File: config.mk
export PLATFORM = sky130hd
export DESIGN_NAME = chrisruk_apa102_glyph
export DESIGN_NICKNAME = d
export VERILOG_FILES = /design/src/rtl/chrisruk_apa102_glyph.sv
export SDC_FILE = /design/constraint.sdc
export NUM_CORES = 1
export LEC_CHECK = 0
export CAP_MARGIN = 20
export CORE_ASPECT_RATIO = 1.4
export CORE_MARGIN = 8
export CORE_UTILIZATION = 40
export CTS_CLUSTER_DIAMETER = 120
export DETAILED_ROUTE_END_ITERATION = 8
export DONT_BUFFER_PORTS = 1
export GPL_ROUTABILITY_DRIVEN = 0
export MAX_ROUTING_LAYER = met4
export PLACE_DENSITY = 0.6
export SKIP_LAST_GASP = 1
export SLEW_MARGIN = 10
export SYNTH_ARGS = -nofsm -noshare
export SYNTH_HDL_FRONTEND = slang
export SYNTH_SLANG_ARGS = --single-unit
File: constraint.sdc
create_clock -name clk -period 4.5 [get_ports clk]
set_input_delay 1.35 -clock clk [delete_from_list [all_inputs] [get_ports clk]]
set_output_delay 1.35 -clock clk [all_outputs]
set_load 0.005 [all_outputs]
File: src/rtl/chrisruk_apa102_glyph.sv
`default_nettype none
// ============================================================================
// Module   : chrisruk_apa102_glyph
// Brief    : APA102 serial framer that renders one a-z font glyph on an
//            8x8 LED matrix with start/busy/done handshake.
// Revision : 1.0 - initial release
// ============================================================================
module chrisruk_apa102_glyph #(
    parameter int NUM_LEDS   = 64,
    parameter int CLK_DIV    = 1,
    parameter int END_BITS   = 32,
    parameter int SERPENTINE = 0
) (
    input  logic        clk,
    input  logic        reset_n,
    input  logic        start,
    input  logic [4:0]  char_idx,
    input  logic [23:0] fg_rgb,
    input  logic [23:0] bg_rgb,
    input  logic [4:0]  brightness,
    output logic        sclk,
    output logic        sdata,
    output logic        busy,
    output logic        done
);

    localparam int c_LED_BITS = 32 * NUM_LEDS;
    localparam int c_SEC_MAX  = (c_LED_BITS > END_BITS) ? c_LED_BITS : END_BITS;
    localparam int c_CNT_W    = $clog2(c_SEC_MAX + 1);
    localparam int c_PAD_W    = (c_CNT_W > 11) ? c_CNT_W : 11;
    localparam int c_PH_W     = $clog2(2 * CLK_DIV);

    localparam logic [c_CNT_W-1:0] c_START_LAST = c_CNT_W'(31);
    localparam logic [c_CNT_W-1:0] c_LED_LAST   = c_CNT_W'(c_LED_BITS - 1);
    localparam logic [c_CNT_W-1:0] c_END_LAST   = c_CNT_W'(END_BITS - 1);
    localparam logic [c_PH_W-1:0]  c_PH_RISE    = c_PH_W'(CLK_DIV - 1);
    localparam logic [c_PH_W-1:0]  c_PH_LAST    = c_PH_W'(2 * CLK_DIV - 1);

    typedef enum logic [1:0] {
        S_IDLE  = 2'd0,
        S_START = 2'd1,
        S_LED   = 2'd2,
        S_END   = 2'd3
    } state_t;

    state_t               r_state, w_state_nxt;
    logic [c_CNT_W-1:0]   r_cnt, w_cnt_nxt;
    logic [c_PH_W-1:0]    r_phase, w_phase_nxt;
    logic                 r_sclk, w_sclk_nxt;
    logic                 r_busy, w_busy_nxt;
    logic                 r_done, w_done_nxt;
    logic                 r_sdata;
    logic                 w_load, w_shift, w_bit;
    logic [4:0]           r_char;
    logic [23:0]          r_fg, r_bg;
    logic [4:0]           r_bright;

    logic [c_PAD_W-1:0]   w_pos;
    logic [2:0]           w_row, w_col;
    logic                 w_lit;
    logic [23:0]          w_rgb;
    logic [31:0]          w_word;
    logic [63:0]          w_glyph;

    // Rows are stored top row in the most significant byte, column 0 in bit 0.
    function automatic logic [63:0] glyph_rom(input logic [4:0] idx);
        case (idx)
            5'd0:    glyph_rom = 64'h00001E303E336E00;
            5'd1:    glyph_rom = 64'h0706063E66663B00;
            5'd2:    glyph_rom = 64'h00001E3303331E00;
            5'd3:    glyph_rom = 64'h3830303E33336E00;
            5'd4:    glyph_rom = 64'h00001E333F031E00;
            5'd5:    glyph_rom = 64'h1C36060F06060F00;
            5'd6:    glyph_rom = 64'h00006E33333E301F;
            5'd7:    glyph_rom = 64'h0706366E66666700;
            5'd8:    glyph_rom = 64'h0C000E0C0C0C1E00;
            5'd9:    glyph_rom = 64'h300030303033331E;
            5'd10:   glyph_rom = 64'h070666361E366700;
            5'd11:   glyph_rom = 64'h0E0C0C0C0C0C1E00;
            5'd12:   glyph_rom = 64'h0000337F7F6B6300;
            5'd13:   glyph_rom = 64'h00001F3333333300;
            5'd14:   glyph_rom = 64'h00001E3333331E00;
            5'd15:   glyph_rom = 64'h00003B66663E060F;
            5'd16:   glyph_rom = 64'h00006E33333E3078;
            5'd17:   glyph_rom = 64'h00003B6E66060F00;
            5'd18:   glyph_rom = 64'h00003E031E301F00;
            5'd19:   glyph_rom = 64'h080C3E0C0C2C1800;
            5'd20:   glyph_rom = 64'h0000333333336E00;
            5'd21:   glyph_rom = 64'h00003333331E0C00;
            5'd22:   glyph_rom = 64'h0000636B7F7F3600;
            5'd23:   glyph_rom = 64'h000063361C366300;
            5'd24:   glyph_rom = 64'h00003333333E301F;
            5'd25:   glyph_rom = 64'h00003F190C263F00;
            default: glyph_rom = 64'h0;
        endcase
    endfunction

    always_ff @(posedge clk or negedge reset_n) begin
        if (!reset_n) begin
            r_state  <= S_IDLE;
            r_cnt    <= '0;
            r_phase  <= '0;
            r_sclk   <= 1'b0;
            r_sdata  <= 1'b0;
            r_busy   <= 1'b0;
            r_done   <= 1'b0;
            r_char   <= '0;
            r_fg     <= '0;
            r_bg     <= '0;
            r_bright <= '0;
        end else begin
            r_state <= w_state_nxt;
            r_cnt   <= w_cnt_nxt;
            r_phase <= w_phase_nxt;
            r_sclk  <= w_sclk_nxt;
            r_busy  <= w_busy_nxt;
            r_done  <= w_done_nxt;
            if (w_shift) r_sdata <= w_bit;
            if (w_load) begin
                r_char   <= char_idx;
                r_fg     <= fg_rgb;
                r_bg     <= bg_rgb;
                r_bright <= brightness;
            end
        end
    end

    always_comb begin
        w_state_nxt = r_state;
        w_cnt_nxt   = r_cnt;
        w_phase_nxt = r_phase;
        w_sclk_nxt  = r_sclk;
        w_busy_nxt  = r_busy;
        w_done_nxt  = 1'b0;
        w_load      = 1'b0;
        w_shift     = 1'b0;
        if (r_state == S_IDLE) begin
            if (start) begin
                w_load      = 1'b1;
                w_shift     = 1'b1;
                w_state_nxt = S_START;
                w_cnt_nxt   = '0;
                w_phase_nxt = '0;
                w_sclk_nxt  = 1'b0;
                w_busy_nxt  = 1'b1;
            end
        end else if (r_phase == c_PH_RISE) begin
            w_sclk_nxt  = 1'b1;
            w_phase_nxt = r_phase + 1'b1;
        end else if (r_phase == c_PH_LAST) begin
            // Falling sclk closes the bit; the next bit is presented on the same edge.
            w_sclk_nxt  = 1'b0;
            w_phase_nxt = '0;
            w_shift     = 1'b1;
            w_cnt_nxt   = r_cnt + 1'b1;
            case (r_state)
                S_START: if (r_cnt == c_START_LAST) begin
                    w_state_nxt = S_LED;
                    w_cnt_nxt   = '0;
                end
                S_LED: if (r_cnt == c_LED_LAST) begin
                    w_state_nxt = S_END;
                    w_cnt_nxt   = '0;
                end
                default: if (r_cnt == c_END_LAST) begin
                    w_state_nxt = S_IDLE;
                    w_cnt_nxt   = '0;
                    w_busy_nxt  = 1'b0;
                    w_done_nxt  = 1'b1;
                end
            endcase
        end else begin
            w_phase_nxt = r_phase + 1'b1;
        end
    end

    // Bit source for the position the counter is about to enter.
    always_comb begin
        w_pos   = c_PAD_W'(w_cnt_nxt);
        w_row   = w_pos[10:8];
        w_col   = ((SERPENTINE != 0) && w_row[0]) ? ~w_pos[7:5] : w_pos[7:5];
        w_glyph = glyph_rom(r_char);
        w_lit   = ((w_pos >> 11) == '0) && w_glyph[{~w_row, w_col}];
        w_rgb   = w_lit ? r_fg : r_bg;
        w_word  = {3'b111, r_bright, w_rgb[7:0], w_rgb[15:8], w_rgb[23:16]};
        case (w_state_nxt)
            S_LED:   w_bit = w_word[~w_pos[4:0]];
            S_END:   w_bit = 1'b1;
            default: w_bit = 1'b0;
        endcase
    end

    assign sclk  = r_sclk;
    assign sdata = r_sdata;
    assign busy  = r_busy;
    assign done  = r_done;

endmodule
`default_nettype wire

==> impl_metrics.env <==
export IMPL_ant_nets=0
export IMPL_cts_buffers=9
export IMPL_nNetsFinal=721
export IMPL_rr_startpoint="r_char[1]$_DFFE_PN0P_"
export IMPL_worstPathRequired_ns=4.75
export IMPL_skew_ns=0.00638
export IMPL_gr_usage_all_layers_pct=20.5
export IMPL_rsz0062_at_grt="false"
export IMPL_fin_crit_ns=4.25
export IMPL_die_y_um=161
export IMPL_pin_count=65
export IMPL_fin_ws_ns=0.254
export IMPL_powerDensity_mw_per_mm2=215
export IMPL_crit_fanout=17
export IMPL_r2r_cells=16
export IMPL_multiInputGateArea_mm2=0.00378
export IMPL_pre_cts_ws_ns=0.0724
export IMPL_drc=0
export IMPL_n_antenna_cell=0
export IMPL_hold_violations=0
export IMPL_areaGrowthSynthToFinish_pct=10.6
export IMPL_dp_hpwl_mm=14.0
export IMPL_die_area_mm2=0.0191
export IMPL_row_count=53
export IMPL_max_freq_mhz=236
export IMPL_maxCapViolCount=0
export IMPL_sw_frac_of_total_pct=19.3
export IMPL_cts_root_buf="clkbuf_16"
export IMPL_wl_per_cell_um=22.5
export IMPL_muxShareOfSynthArea_pct=18.8
export IMPL_synth_fa_ha_area_share_pct=2.52
export IMPL_yosys_warnings=0
export IMPL_cts_setup_buffers=0
export IMPL_status="finished, final reports clean"
export IMPL_syn_nets=723
export IMPL_slew_headroom_pct=47.7
export IMPL_min_path_type="flip-flop to flip-flop"
export IMPL_crit_arrival_ns=4.49
export IMPL_avgSynthCellArea_um2=9.18
export IMPL_drt_total_wl_mm=19.0
export IMPL_synth_cell_types=80
export IMPL_via_per_inst=6.56
export IMPL_start_kind="flip-flop"
export IMPL_fin_crit_sh_pct=94.3
export IMPL_holdWs_ns=0.499
export IMPL_p_clk_share_pct=51.8
export IMPL_drtPass1Iterations=6
export IMPL_hold_start="r_fg[5]$_DFFE_PN0P_"
export IMPL_synth_seq_area_share_pct=31.9
export IMPL_synth_area_mm2=0.00597
export IMPL_utilization_pct=44.6
export IMPL_die_x_um=119
export IMPL_first_iter_violations=614
export IMPL_cts_max_level=3
export IMPL_synth_seq_cells=76
export IMPL_num_vias=5539
export IMPL_grt_overflow=0
export IMPL_reg2reg_slack_ns=0.25
export IMPL_hold_depth=1
export IMPL_start_util_pct=40.3
export IMPL_synth_compound_area_share_pct=23.9
export IMPL_numClockSinks=76
export IMPL_fillerInstances=1421
export IMPL_grt_pass1_vias=5582
export IMPL_synth_most_common_cell="dfrtp_1"
export IMPL_synthCells=650
export IMPL_startpoint="r_char[1]$_DFFE_PN0P_"
export IMPL_synth_top_area_share_pct=31.9
export IMPL_clk_path_buf_depth=2
export IMPL_synth_top_family_by_area="compound AO/OA/AOI/OAI gates"
export IMPL_port_buffers=0
export IMPL_p_int_mw=1.14
export IMPL_grt_max_degree=77
export IMPL_synth_edf_count=0
export IMPL_core_area_mm2=0.0148
export IMPL_seqPwrFrac_pct=48.2
export IMPL_postCtsHoldBufs=0
export IMPL_grt_pass1_wl_mm=30.5
export IMPL_regArea_mm2=0.00190
export IMPL_p_switching_uw=274
export IMPL_drive_gt1_share_pct=21.9
export IMPL_setup_viol=0
export IMPL_worstSetupPathType="flip-flop to flip-flop"
export IMPL_ir_drop_mv=0.269
export IMPL_clk_pin_slew_ns=0.06
export IMPL_synthSimpleGateAreaFrac_pct=17.4
export IMPL_synth_top_area_cell="dfrtp_1"
export IMPL_yosys_top_cells_area="dfrtp_1 (32%), mux2_2 (12%), mux2i_1 (4.0%)"
export IMPL_cts_tree="yes"
export IMPL_power_leakage_nw=2.73
export IMPL_synth_flop_cell="dfrtp_1"
export IMPL_crit_path_end_kind="flip-flop"
export IMPL_combPwrFrac_pct=0
export IMPL_worst_slew_pin_slew_ns=0.778
export IMPL_synthXorXnorAreaFrac_pct=0.294
export IMPL_antenna_found_initial=0
export IMPL_fin_tns_setup_ns=0
export IMPL_slew_viol_final=0
export IMPL_synthArstFlopShare_pct=100
export IMPL_synthTopCellsByCount="dfrtp_1 (76), mux2_2 (61), nand2_1 (60)"
export IMPL_clkLatencyLatePin_ns=0.33
registers in the layout, summed over array words and instances (netlist names):
register	cells
r_char	5
r_cnt	12
busy	1
sdata	1
done	1
r_state	2
r_fg	24
r_phase	1
r_bg	24
r_bright	5
area by class of cell:
cell class	count	share of cell area (%)
clock buffer	11	3.83
clock inverter	5	0.891
inverter	19	1.08
multi-input combinational	506	57.2
sequential	76	28.8
tap	192	3.64
timing repair buffer	36	4.48
power groups by stage:
stage | Clock [mW] | Combinational (mW) | Sequential, mW
2_1_floorplan | 0 | 0.000442 | 0.696
3_3_place_gp | 0 | 0.000442 | 0.696
3_5_place_dp | 0 | 0.000442 | 0.696
4_1_cts | 0.757 | 0.000442 | 0.683
5_1_grt | 0.783 | 0.000442 | 0.683
6_report | 0.734 | 0.000442 | 0.684
kinds of logic (layout without fill, tap and decap cells):
| group | count (synthesis) | count (layout) |
|---|---|---|
| AO/OA/AOI/OAI | 205 | 205 |
| AND/OR/NAND/NOR | 194 | 194 |
| multiplexers | 93 | 93 |
| flip-flops | 76 | 76 |
| buffers and inverters | 68 | 71 |
| adder cells (fa/ha/maj) | 12 | 12 |
| XOR/XNOR | 2 | 2 |
per-layer routing:
metal  vias up  global-route usage, %  part of all wire, %
met5         -                      -                    0
met4         0                   13.0                  5.8
met3        94                   4.39                  8.0
met2       355                   34.7                   51
met1      2628                   21.2                   36
li1       2462                      -                    -
critical path: stages, from the launching register on:
cell       delay [ns]
dfrtp_2          0.45
clkinv_1         0.18
ha_1             0.34
nand2b_1         0.21
a21boi_0         0.17
mux4_2           0.52
a21oi_1          0.22
o21ai_1          0.11
a211o_1          0.30
a211oi_1         0.38
a211oi_4         0.10
buf_12           0.19
mux2i_1          0.12
mux2i_1          0.14
mux2i_1          0.13
o311ai_0         0.41
o2bb2ai_1        0.18
path summary, 6_finish.rpt:
check                                         to
setup / recovery               sdata$_DFFE_PN0P_
hold / removal               r_fg[5]$_DFFE_PN0P_
setup reg to reg               sdata$_DFFE_PN0P_
hold reg to reg              r_fg[5]$_DFFE_PN0P_
max in group asynchronous  r_char[1]$_DFFE_PN0P_
min in group asynchronous    r_bg[4]$_DFFE_PN0P_
timing repair:
item                                    CTS  global route
endpoints found under the setup margin    0             1
resized for setup                         0             5
endpoints found under the hold margin     0             0
placed cells by master (no fill, tap or decap), types with 8 or more instances in the layout:
cell and instances:
a211oi_1 15, a21oi_1 36, a221oi_1 10, a31oi_1 8
and2_1 9, buf_4 34, clkbuf_16 9, dfrtp_1 75
ha_1 11, inv_1 15, mux2_2 61, mux2i_1 24
nand2_1 60, nand2b_1 12, nand3_1 11, nor2_1 35
nor2b_1 14, nor3_1 10, o211ai_1 13, o21ai_0 43
metrics by stage:
stage / instances / cell area (um^2) / power, mW
after CTS: 845 / 6580 / 1.44
after global routing: 845 / 6600 / 1.47
final: 845 / 6600 / 1.42
after detailed placement: 829 / 6260 / 0.696
after global placement: 829 / 6260 / 0.696
after floorplan: 650 / 5970 / 0.697
No activity file was read; power rests on OpenSTA's default activity.
